**src/rtl/display_write_arbiter_pkg.sv**
```systemverilog
// Shared types, constants and address/character helpers for the display write path.
package display_write_arbiter_pkg;

  typedef enum logic {IDLE, SEQ} DisplayWriteState;
  typedef enum logic {GRANT_CPU, GRANT_REFRESH} DisplayGrant;

  localparam int unsigned REFRESH_NIBBLE_NUM = 8;
  localparam int unsigned COUNT_WIDTH        = 28;

  typedef logic [COUNT_WIDTH-1:0] CountPath;
  typedef logic [1:0]             DisplayRowIndex;
  typedef logic [3:0]             DisplayColumnIndex;
  typedef logic [7:0]             CharPath;

  // Word indices covering the character cells ($8020-$809C)
  localparam logic [6:0] DISPLAY_WORD_FIRST = 7'h08;
  localparam logic [6:0] DISPLAY_WORD_LAST  = 7'h27;

  // Hex nibble to upper-case ASCII
  function automatic CharPath ConvertToASCII(input logic [3:0] nibble);
    if (nibble < 4'd10) return 8'h30 + {4'h0, nibble};
    return 8'h37 + {4'h0, nibble};
  endfunction

  // Byte address to word index
  function automatic logic [6:0] PICK_IO_ADDR(input logic [15:0] addr);
    logic unused_bits;
    unused_bits = ^{addr[15:9], addr[1:0]};
    return addr[8:2];
  endfunction

  function automatic logic IS_DISPLAY_WORD(input logic [6:0] word);
    return (word >= DISPLAY_WORD_FIRST) && (word <= DISPLAY_WORD_LAST);
  endfunction

  function automatic DisplayRowIndex GET_DISPLAY_ROW_ADDR(input logic [6:0] word);
    logic unused_bits;
    unused_bits = ^{word[6:5], word[2:0]};
    return word[4:3];
  endfunction

  // Words fill the right half of a row from the right edge inwards
  function automatic DisplayColumnIndex GET_DISPLAY_COLOMN_ADDR(input logic [6:0] word);
    logic unused_bits;
    unused_bits = ^word[6:3];
    return {1'b1, 3'b111 - word[2:0]};
  endfunction

endpackage

```
**src/rtl/display_cycle_serializer.sv**
```systemverilog
// Periodic refresh: timer, one-deep pending flag, cycle snapshot and hex serializer.
module display_cycle_serializer
  import display_write_arbiter_pkg::*;
#(
  parameter CountPath    REFRESH_PERIOD = 28'h3000,
  parameter int unsigned CYCLE_ROW      = 1,
  parameter int unsigned CYCLE_COL      = 8
) (
  input  logic              i_clk,
  input  logic              i_rst,
  input  logic              i_cycle_enable,
  input  logic [31:0]       i_cycle,
  input  logic              i_grant,
  output logic              o_req,
  output DisplayRowIndex    o_row,
  output DisplayColumnIndex o_col,
  output CharPath           o_char,
  output logic              o_busy
);

  localparam CountPath          RELOAD      = REFRESH_PERIOD - 28'd1;
  localparam DisplayRowIndex    ROW         = DisplayRowIndex'(CYCLE_ROW);
  localparam DisplayColumnIndex COL0        = DisplayColumnIndex'(CYCLE_COL);
  localparam logic [2:0]        LAST_NIBBLE = 3'(REFRESH_NIBBLE_NUM - 1);

  DisplayWriteState r_state, w_state_next;
  CountPath         r_timer, w_timer_next;
  logic             r_pending, w_pending_next;
  logic [31:0]      r_snap, w_snap_next;
  logic [2:0]       r_nibble, w_nibble_next;
  logic             r_busy;
  logic             w_expire, w_last_step, w_start;
  logic [3:0]       w_nibble_val;

  // Timer countdown, pending flag and sequence next-state
  always_comb begin
    w_expire     = i_cycle_enable && (r_timer == '0);
    w_timer_next = r_timer;
    if (i_cycle_enable) w_timer_next = w_expire ? RELOAD : r_timer - 28'd1;

    w_last_step   = (r_state == SEQ) && i_grant && (r_nibble == LAST_NIBBLE);
    // A queued request starts from IDLE, or chains straight on after the last nibble
    w_start       = r_pending && ((r_state == IDLE) || w_last_step);
    w_state_next  = r_state;
    w_snap_next   = r_snap;
    w_nibble_next = r_nibble;
    if (w_start) begin
      w_state_next  = SEQ;
      w_snap_next   = i_cycle;
      w_nibble_next = '0;
    end else if ((r_state == SEQ) && i_grant) begin
      w_nibble_next = r_nibble + 3'd1;
      if (r_nibble == LAST_NIBBLE) w_state_next = IDLE;
    end
    // An expiry while already pending is absorbed
    w_pending_next = w_expire | (r_pending & ~w_start);
  end

  // State registers
  always_ff @(posedge i_clk) begin
    if (i_rst) begin
      r_state   <= IDLE;
      r_timer   <= RELOAD;
      r_pending <= 1'b0;
      r_snap    <= '0;
      r_nibble  <= '0;
      r_busy    <= 1'b0;
    end else begin
      r_state   <= w_state_next;
      r_timer   <= w_timer_next;
      r_pending <= w_pending_next;
      r_snap    <= w_snap_next;
      r_nibble  <= w_nibble_next;
      r_busy    <= w_pending_next | (w_state_next == SEQ);
    end
  end

  // Nibble k sits at bits [31-4k -: 4]; 28-4k == 4*(~k) for a 3-bit k
  assign w_nibble_val = 4'(r_snap >> {~r_nibble, 2'b00});
  assign o_req        = (r_state == SEQ);
  assign o_row        = ROW;
  assign o_col        = COL0 + DisplayColumnIndex'({1'b0, r_nibble});
  assign o_char       = ConvertToASCII(w_nibble_val);
  assign o_busy       = r_busy;

endmodule

```
**src/rtl/display_write_arbiter.sv**
```systemverilog
// Shares the display buffer write port between CPU stores and the cycle-count refresh.
module display_write_arbiter
  import display_write_arbiter_pkg::*;
#(
  parameter CountPath    REFRESH_PERIOD = 28'h3000,
  parameter int unsigned CYCLE_ROW      = 1,
  parameter int unsigned CYCLE_COL      = 8
) (
  input  logic        i_clk,
  input  logic        i_rst,
  input  logic        i_cpu_we,
  input  logic [15:0] i_cpu_addr,
  input  logic [31:0] i_cpu_data,
  output logic        o_cpu_ready,
  input  logic        i_cycle_enable,
  input  logic [31:0] i_cycle,
  output logic        o_disp_we,
  output logic [1:0]  o_disp_row,
  output logic [3:0]  o_disp_col,
  output logic [7:0]  o_disp_char,
  output logic        o_busy
);

  logic              r_buf_valid;
  DisplayRowIndex    r_buf_row;
  DisplayColumnIndex r_buf_col;
  CharPath           r_buf_char;
  DisplayGrant       r_last_grant;
  logic              r_disp_we;
  DisplayRowIndex    r_disp_row;
  DisplayColumnIndex r_disp_col;
  CharPath           r_disp_char;

  logic [6:0]        w_word;
  logic              w_accept;
  logic              w_ref_req, w_grant_cpu, w_grant_ref;
  DisplayRowIndex    w_ref_row;
  DisplayColumnIndex w_ref_col;
  CharPath           w_ref_char;
  logic              w_unused_data;

  assign w_unused_data = ^i_cpu_data[31:8];
  assign w_word        = PICK_IO_ADDR(i_cpu_addr);
  assign o_cpu_ready   = ~r_buf_valid;
  // Out-of-range stores are accepted by the handshake but never occupy the buffer
  assign w_accept      = i_cpu_we && !r_buf_valid && IS_DISPLAY_WORD(w_word);

  display_cycle_serializer #(
    .REFRESH_PERIOD(REFRESH_PERIOD),
    .CYCLE_ROW     (CYCLE_ROW),
    .CYCLE_COL     (CYCLE_COL)
  ) u_serializer (
    .i_clk         (i_clk),
    .i_rst         (i_rst),
    .i_cycle_enable(i_cycle_enable),
    .i_cycle       (i_cycle),
    .i_grant       (w_grant_ref),
    .o_req         (w_ref_req),
    .o_row         (w_ref_row),
    .o_col         (w_ref_col),
    .o_char        (w_ref_char),
    .o_busy        (o_busy)
  );

  // Alternating priority: on contention the side not granted last wins
  always_comb begin
    w_grant_cpu = r_buf_valid && (!w_ref_req || (r_last_grant == GRANT_REFRESH));
    w_grant_ref = w_ref_req && !w_grant_cpu;
  end

  // One-entry CPU store buffer
  always_ff @(posedge i_clk) begin
    if (i_rst) begin
      r_buf_valid <= 1'b0;
      r_buf_row   <= '0;
      r_buf_col   <= '0;
      r_buf_char  <= '0;
    end else if (w_accept) begin
      r_buf_valid <= 1'b1;
      r_buf_row   <= GET_DISPLAY_ROW_ADDR(w_word);
      r_buf_col   <= GET_DISPLAY_COLOMN_ADDR(w_word);
      r_buf_char  <= i_cpu_data[7:0];
    end else if (w_grant_cpu) begin
      r_buf_valid <= 1'b0;
    end
  end

  // Registered write port and grant history
  always_ff @(posedge i_clk) begin
    if (i_rst) begin
      r_disp_we    <= 1'b0;
      r_disp_row   <= '0;
      r_disp_col   <= '0;
      r_disp_char  <= '0;
      r_last_grant <= GRANT_REFRESH;
    end else begin
      r_disp_we <= w_grant_cpu | w_grant_ref;
      if (w_grant_cpu) begin
        r_disp_row   <= r_buf_row;
        r_disp_col   <= r_buf_col;
        r_disp_char  <= r_buf_char;
        r_last_grant <= GRANT_CPU;
      end else if (w_grant_ref) begin
        r_disp_row   <= w_ref_row;
        r_disp_col   <= w_ref_col;
        r_disp_char  <= w_ref_char;
        r_last_grant <= GRANT_REFRESH;
      end
    end
  end

  assign o_disp_we   = r_disp_we;
  assign o_disp_row  = r_disp_row;
  assign o_disp_col  = r_disp_col;
  assign o_disp_char = r_disp_char;

endmodule
```
**config.mk**
```make
export PLATFORM = sky130hd
export DESIGN_NAME = display_write_arbiter
export DESIGN_NICKNAME = d
export VERILOG_FILES = /design/src/rtl/display_write_arbiter_pkg.sv /design/src/rtl/display_cycle_serializer.sv /design/src/rtl/display_write_arbiter.sv
export SDC_FILE = /design/constraint.sdc
export NUM_CORES = 1
export LEC_CHECK = 0
export CORE_UTILIZATION = 25
export CTS_BUF_LIST = sky130_fd_sc_hd__clkbuf_4
export DETAILED_ROUTE_END_ITERATION = 10
export PLACE_DENSITY_LB_ADDON = 0.3
export SYNTH_ARGS = -nofsm -noshare
export SYNTH_HDL_FRONTEND = slang
export SYNTH_SLANG_ARGS = --single-unit
```
**constraint.sdc**
```tcl
create_clock -name i_clk -period 4.45 [get_ports i_clk]
set_input_delay 0.6675 -clock i_clk [delete_from_list [all_inputs] [get_ports i_clk]]
set_output_delay 0.6675 -clock i_clk [all_outputs]
set_load 0.03 [all_outputs]
```
# --- After elaboration in Yosys (flattened, before gate mapping) ---
# Cells that the tools add are included.
totals:
  reg_bits: 97
  input_bits: 84
  output_inout_bits: 17
  elab_cells: 69
op_classes:
  addsub: 6
  n_lt_le_gt_ge: 3
  n_eq_ne: 1
  shift: 1
  n_mux: 17
  bitwise_logic: 8
  n_reduce_logical: 18
op_table:
  columns: ["cell", "count"]
  rows:
  - ["2-to-1 mux 8 bit", 4]
  - ["right shift 32 x 5 -> 4 bit", 1]
  - ["zero test 28 bit", 1]
  - ["2-to-1 mux 28 bit", 1]
  - ["subtractor 28 x 1 -> 28 bit, second input constant", 1]
  - ["adder 6 x 4 -> 7 bit, first input constant", 2]
  - ["logical AND 1 bit", 9]
  - ["2-to-1 mux 1 bit", 8]
  - ["2-to-1 mux 4 bit", 2]
  - ["greater-or-equal comparator 7 x 4 -> 1 bit, second input constant", 1]
  - ["<= comparator 7 x 6 -> 1 bit, second input constant", 1]
  - ["adder 4 x 3 -> 4 bit, first input constant", 1]
  - ["less-than comparator 4 bit, second input constant", 1]
  - ["2-to-1 mux 2 bit", 2]
  - ["nonzero test 2 bit", 2]
  - ["adder 3 x 1 -> 3 bit, second input constant", 1]
  - ["equality test 3 bit, second input constant", 1]
  - ["zero test 1 bit", 3]
  - ["NOT 1 bit", 3]
  - ["NOT 3 bit", 1]
  - ["OR 1 bit", 3]
  - ["subtractor 3 bit, first input constant", 1]
  - ["logical OR 1 bit", 2]
  - ["OR reduction 2 bit", 1]
  - ["AND 1 bit", 1]

# --- Depth between registers and ports, before layout ---
depth:
  word_depth: 13
  mapped_depth: 8
  ltp_nobuf: 7

# --- By module ---
# From an unflattened synthesis, not the netlist that was laid out.
hier_totals:
  hier_cells: 493
  hier_area_um2: 4304.1
by_module_without_submodules:
  columns: ["mod", "n_inst", "cells_each", "area_per_inst_um2", "seq_area_each_um2"]
  rows:
  - ["display_cycle_serializer", 1, 358, 3080.5, 1321.3]
  - ["display_write_arbiter", 1, 135, 1223.7, 620.6]

# --- Least setup slack after synthesis ---
# No wires, ideal clock.
synth_timing:
  path_kind: "in2reg"
  startpoint: "input i_cycle_enable"
  endpoint: "register u_serializer.r_timer[27]"
  setup_ps: 121
  t_arrival_ps: 2070
  required_time_ps: 4329
  slack_ps: 2259
  path_stages: 5
  path_buffers: 0
  path_cell_list: "or3b_1 or4_4 nor3_4 nor3_1 mux2_4"
synth_via:
  elab_chain_cells: 2
synth_lines:
  columns: ["item", "line", "text"]
  rows:
  - ["from (decl)", "display_write_arbiter.sv:15", "input logic i_cycle_enable,"]
  - ["logical AND 1 bit", "display_cycle_serializer.sv:37", "w_expire = i_cycle_enable && (r_timer == '0);"]
  - ["2-to-1 mux 28 bit", "display_cycle_serializer.sv:39", "if (i_cycle_enable) w_timer_next = w_expire ? RELOAD : r_timer - 28'd1;"]
  - ["to (signal assigned)", "display_cycle_serializer.sv:70", "r_timer <= w_timer_next;"]
  - ["to (decl)", "display_cycle_serializer.sv:27", "CountPath r_timer, w_timer_next;"]
# Parallel ways exist; a longest one is shown, timed or not.
# A chain may end at the register's enable or synchronous reset.

# --- Final worst setup path ---
layout_timing:
  startpoint: "register u_serializer.r_nibble[0]"
  endpoint: "register u_serializer.r_snap[5]"
layout_via:
  elab_chain_cells: 4
layout_lines:
  columns: ["item", "line", "text"]
  rows:
  - ["from (decl)", "display_cycle_serializer.sv:30", "logic [2:0] r_nibble, w_nibble_next;"]
  - ["from (signal assigned)", "display_cycle_serializer.sv:73", "r_nibble <= w_nibble_next;"]
  - ["equality test 3 bit", "display_cycle_serializer.sv:41", "w_last_step = (r_state == SEQ) && i_grant && (r_nibble == LAST_NIBBLE);"]
  - ["logical AND 1 bit", "display_cycle_serializer.sv:41", null]
  - ["logical OR 1 bit", "display_cycle_serializer.sv:43", "w_start = r_pending && ((r_state == IDLE) || w_last_step);"]
  - ["logical AND 1 bit", "display_cycle_serializer.sv:43", null]
  - ["to (signal assigned)", "display_cycle_serializer.sv:72", "r_snap <= w_snap_next;"]
  - ["to (decl)", "display_cycle_serializer.sv:29", "logic [31:0] r_snap, w_snap_next;"]
# No other way between the ends.

==> impl_results.md <==
* Status: finished clean
* Synth cell types at 53
* Clock root buffer: clkbuf_4
* Post-layout util at 0.315
* Layout cells sized above 1 at 0.0782
* Post-synth ARST share at 0
* Ys flop type: dfxtp_1
* Period minus WS final at 2730 ps
* Clk Latency, worst-skew pair at 470 ps
* Area of the multi-input gates at 2140 um^2
* TritonCTS buffer count at 9
* # Max-Cap Violations at 0
* PD cells at 286 nW/um^2
* Crit path arrival time at 3130 ps
* Setup violators final at 0
* Max VDD drop at 0.000117 V
* Final HPWL DP at 7.42 mm
* DR pass1 iterations at 6
* Row count at 47
* Clock-pin slew on the worst setup and hold paths at 150 ps
* Post-route cell area at 5230 um^2
* XOR/XNOR Fraction of Synth Area at 0.0371
* Largest net degree at the start of global routing at 59
* CTS tree: yes
* Synth Area in Simple Gates at 0.237
* CP top delay family: compound AO/OA/AOI/OAI gates
* Total core area at 16600 um^2
* Post-synthesis sequential area ratio at 0.457
* RSZ-0062 raised after global routing: no
* Port Buffers at 67
* LEAKAGE at 1.68 nW
* Adder-cell area share of the yosys netlist at 0.0147
* Htree depth at 3
* Final Max Slew Viols at 0
* Max clock buf depth at 2
* Post-CTS setup repair buffer count at 0
* # nets final at 634
* CTS Hold Bufs at 0
* Storage cell area at 1940 um^2
* Mux share of post-synthesis cell area at 0.0642
* Max Freq at 367 MHz
* GRT Resource Usage Total at 0.124
* DP Area at 5080 um^2
* Global-route wire length before repair at 17.4 mm
* Cts repair resizes at 0
* Via count at 3613
* Final hold violations at 0
* CP Launch Point: u_serializer.r_nibble[0]
* Crit path kind: reg2reg
* Final cycle utilization of the critical path at 0.613
* Vias per cell at 4.69
* Die span in x at 132 um
* Crit path required time at 4860 ps
* Synth-to-Final Area Change at 23.1%
* Worst path max stage delay at 820 ps
* Min-delay worst type: reg2reg
* Total global routing overflow at 0
* Post-synth EDFFs at 0
* Syn Nets at 583
* Number of global-route vias before repair at 3480
* Avg WL per Cell at 13.4 um
* Crit. End Element: flop
* First DRT Iteration DRCs at 195
* Die Y at 132 um
* Buffers & Inverters on Critical Path at 1
* Hold_sp: u_serializer.r_snap[16]
* Yosys warns at 0
* Compound-gate portion of the synthesized area at 0.151
* FILL cells at 1742
* Mapped Cells at 494
* Post-DRT Antenna Nets at 0
* CP cell instances: ha_1 -> ha_1 -> a21boi_0 -> o21a_1 -> buf_4 -> nand2_1 -> a21oi_1
* Critical Path Most Common Cell: ha_1
* DRC at 0
* Worst setup SP type: flop
* Total I/O pin count at 101
* Headroom to the max-slew limit at 0.428
* Setup TNS at 0 ps
* Routed Wire Length at 10.4 mm
* Flops & latches, synth at 97
* Main combinational cell family by area after synthesis: simple AND/OR/NAND/NOR gates
* Worst r2r src: u_serializer.r_nibble[0]
* Die area at 17500 um^2
* Slew @ Worst Pin at 857 ps
* GPL Wtd Cong at 0.808
* Initial antenna violation count at 1
* Worst clock skew at 13.7 ps
* Crit-path max FO at 23
* Mapped Area at 4250 um^2
* Initial Utilization at 0.256
* Critical path's slowest cell: dfxtp_1
* CTS sink count at 97
* Syn Area/Cell at 8.59 um^2
[worst min-delay path, stage by stage, from the launching register on]
cell	delay, ps
dfxtp_1	330
nand2_1	50
a21oi_1	50
[through the flow]
stage | total power [mW] | hold slack, ps | instances | worst slack (ps)
after floorplan | 0.962 | 433 | 494 | 2260
after CTS | 1.52 | 466 | 770 | 1680
after global routing | 1.58 | 481 | 771 | 1420
after detailed placement | 1.03 | 447 | 754 | 1370
final | 1.50 | 463 | 771 | 1720
after global placement | 1.03 | 441 | 754 | 1420
[placed cells by master, fill, tap and decap left out, types with 2 or more instances in the layout]
cell type and count:
clkinvlp_4 2, inv_6 2, o21a_1 2, nor4_2 2, mux2i_1 5, nand2b_1 5
and3_1 2, clkdlybuf4s50_1 66, nor4_1 8, o21ai_0 3, ha_1 5, o22ai_1 4
or2_2 2, o32ai_1 3, xnor2_1 12, a211oi_1 10, nand3_1 10, a22oi_1 4
mux4_2 8, buf_4 4, nor2b_1 8, o21ai_1 6, a311oi_1 2, xor2_1 6
or3_1 3, dfxtp_1 97, nor2_1 38, clkbuf_4 10, nor3_1 17, nand2_1 110
a21oi_1 53, mux2i_2 2, or4_4 2, o221a_2 2, a32o_1 4, or4_1 3
o2bb2ai_1 2, inv_1 7
[area by class of cell]
| cell class | count | area share |
|---|---|---|
| antenna | 1 | 0.000479 |
| clock buffer | 10 | 0.0144 |
| multi-input combinational | 359 | 0.410 |
| clock inverter | 6 | 0.0127 |
| tap | 220 | 0.0527 |
| inverter | 7 | 0.00503 |
| timing repair buffer | 71 | 0.133 |
| sequential | 97 | 0.371 |
[synthesized netlist by cell type, drive strengths merged, types with 6 or more instances]
master | count | area, um^2
nand2 | 111 | 424
dfxtp | 97 | 1940
a21oi | 53 | 265
nor2 | 38 | 143
clkbuf | 24 | 90.1
nor3 | 19 | 111
xnor2 | 12 | 105
a211oi | 10 | 75.1
nand3 | 10 | 50.1
nor4 | 10 | 75.1
o21ai | 10 | 50.0
mux4 | 8 | 180
nor2b | 8 | 50.1
buf | 7 | 46.3
inv | 7 | 26.3
mux2i | 7 | 77.6
xor2 | 6 | 52.6
[layer usage]
metal / track usage / wire length [um] / vias up
met5: 0 / 0 / -
met4: 0.0370 / 106 / 0
met3: 0.0400 / 485 / 6
met2: 0.188 / 4660 / 79
met1: 0.169 / 5110 / 1700
li1: - / - / 1828
[flip-flops by register name, indices dropped and copies added, names as in the netlist]
register	count
o_disp_col	4
o_disp_char	8
r_buf_col	4
u_serializer.r_pending	1
r_buf_row	2
r_buf_char	8
u_serializer.r_nibble	3
u_serializer.o_busy	1
r_last_grant	1
o_disp_row	2
u_serializer.r_snap	32
u_serializer.r_timer	28
u_serializer.o_req	1
r_buf_valid	1
o_disp_we	1
[where the power goes]
| part | leakage (nW) | switching (mW) | total [mW] | internal (mW) |
|---|---|---|---|---|
| combinational | 0.825 | 0.0541 | 0.116 | 0.0618 |
| clock | 0.0711 | 0.306 | 0.486 | 0.180 |
| sequential | 0.784 | 0.0118 | 0.893 | 0.882 |
[worst paths after layout]
kind,end,cells past startpoint,slack [ps]
max,u_serializer.r_snap[5],7,1720
min,u_serializer.r_snap[16],2,460
min reg2reg,u_serializer.r_snap[16],2,460
max reg2reg,u_serializer.r_snap[5],7,1720
[kinds of logic (layout without fill, tap and decap cells)]
logic type,Yosys count,count (layout)
flops,97,97
buf+inv,38,94
compound gates,103,103
other cells,0,1
simple gates,217,217
fa+ha+maj,5,5
xor+xnor,18,18
mux,16,16
No activity file was read; power rests on OpenSTA's default activity.
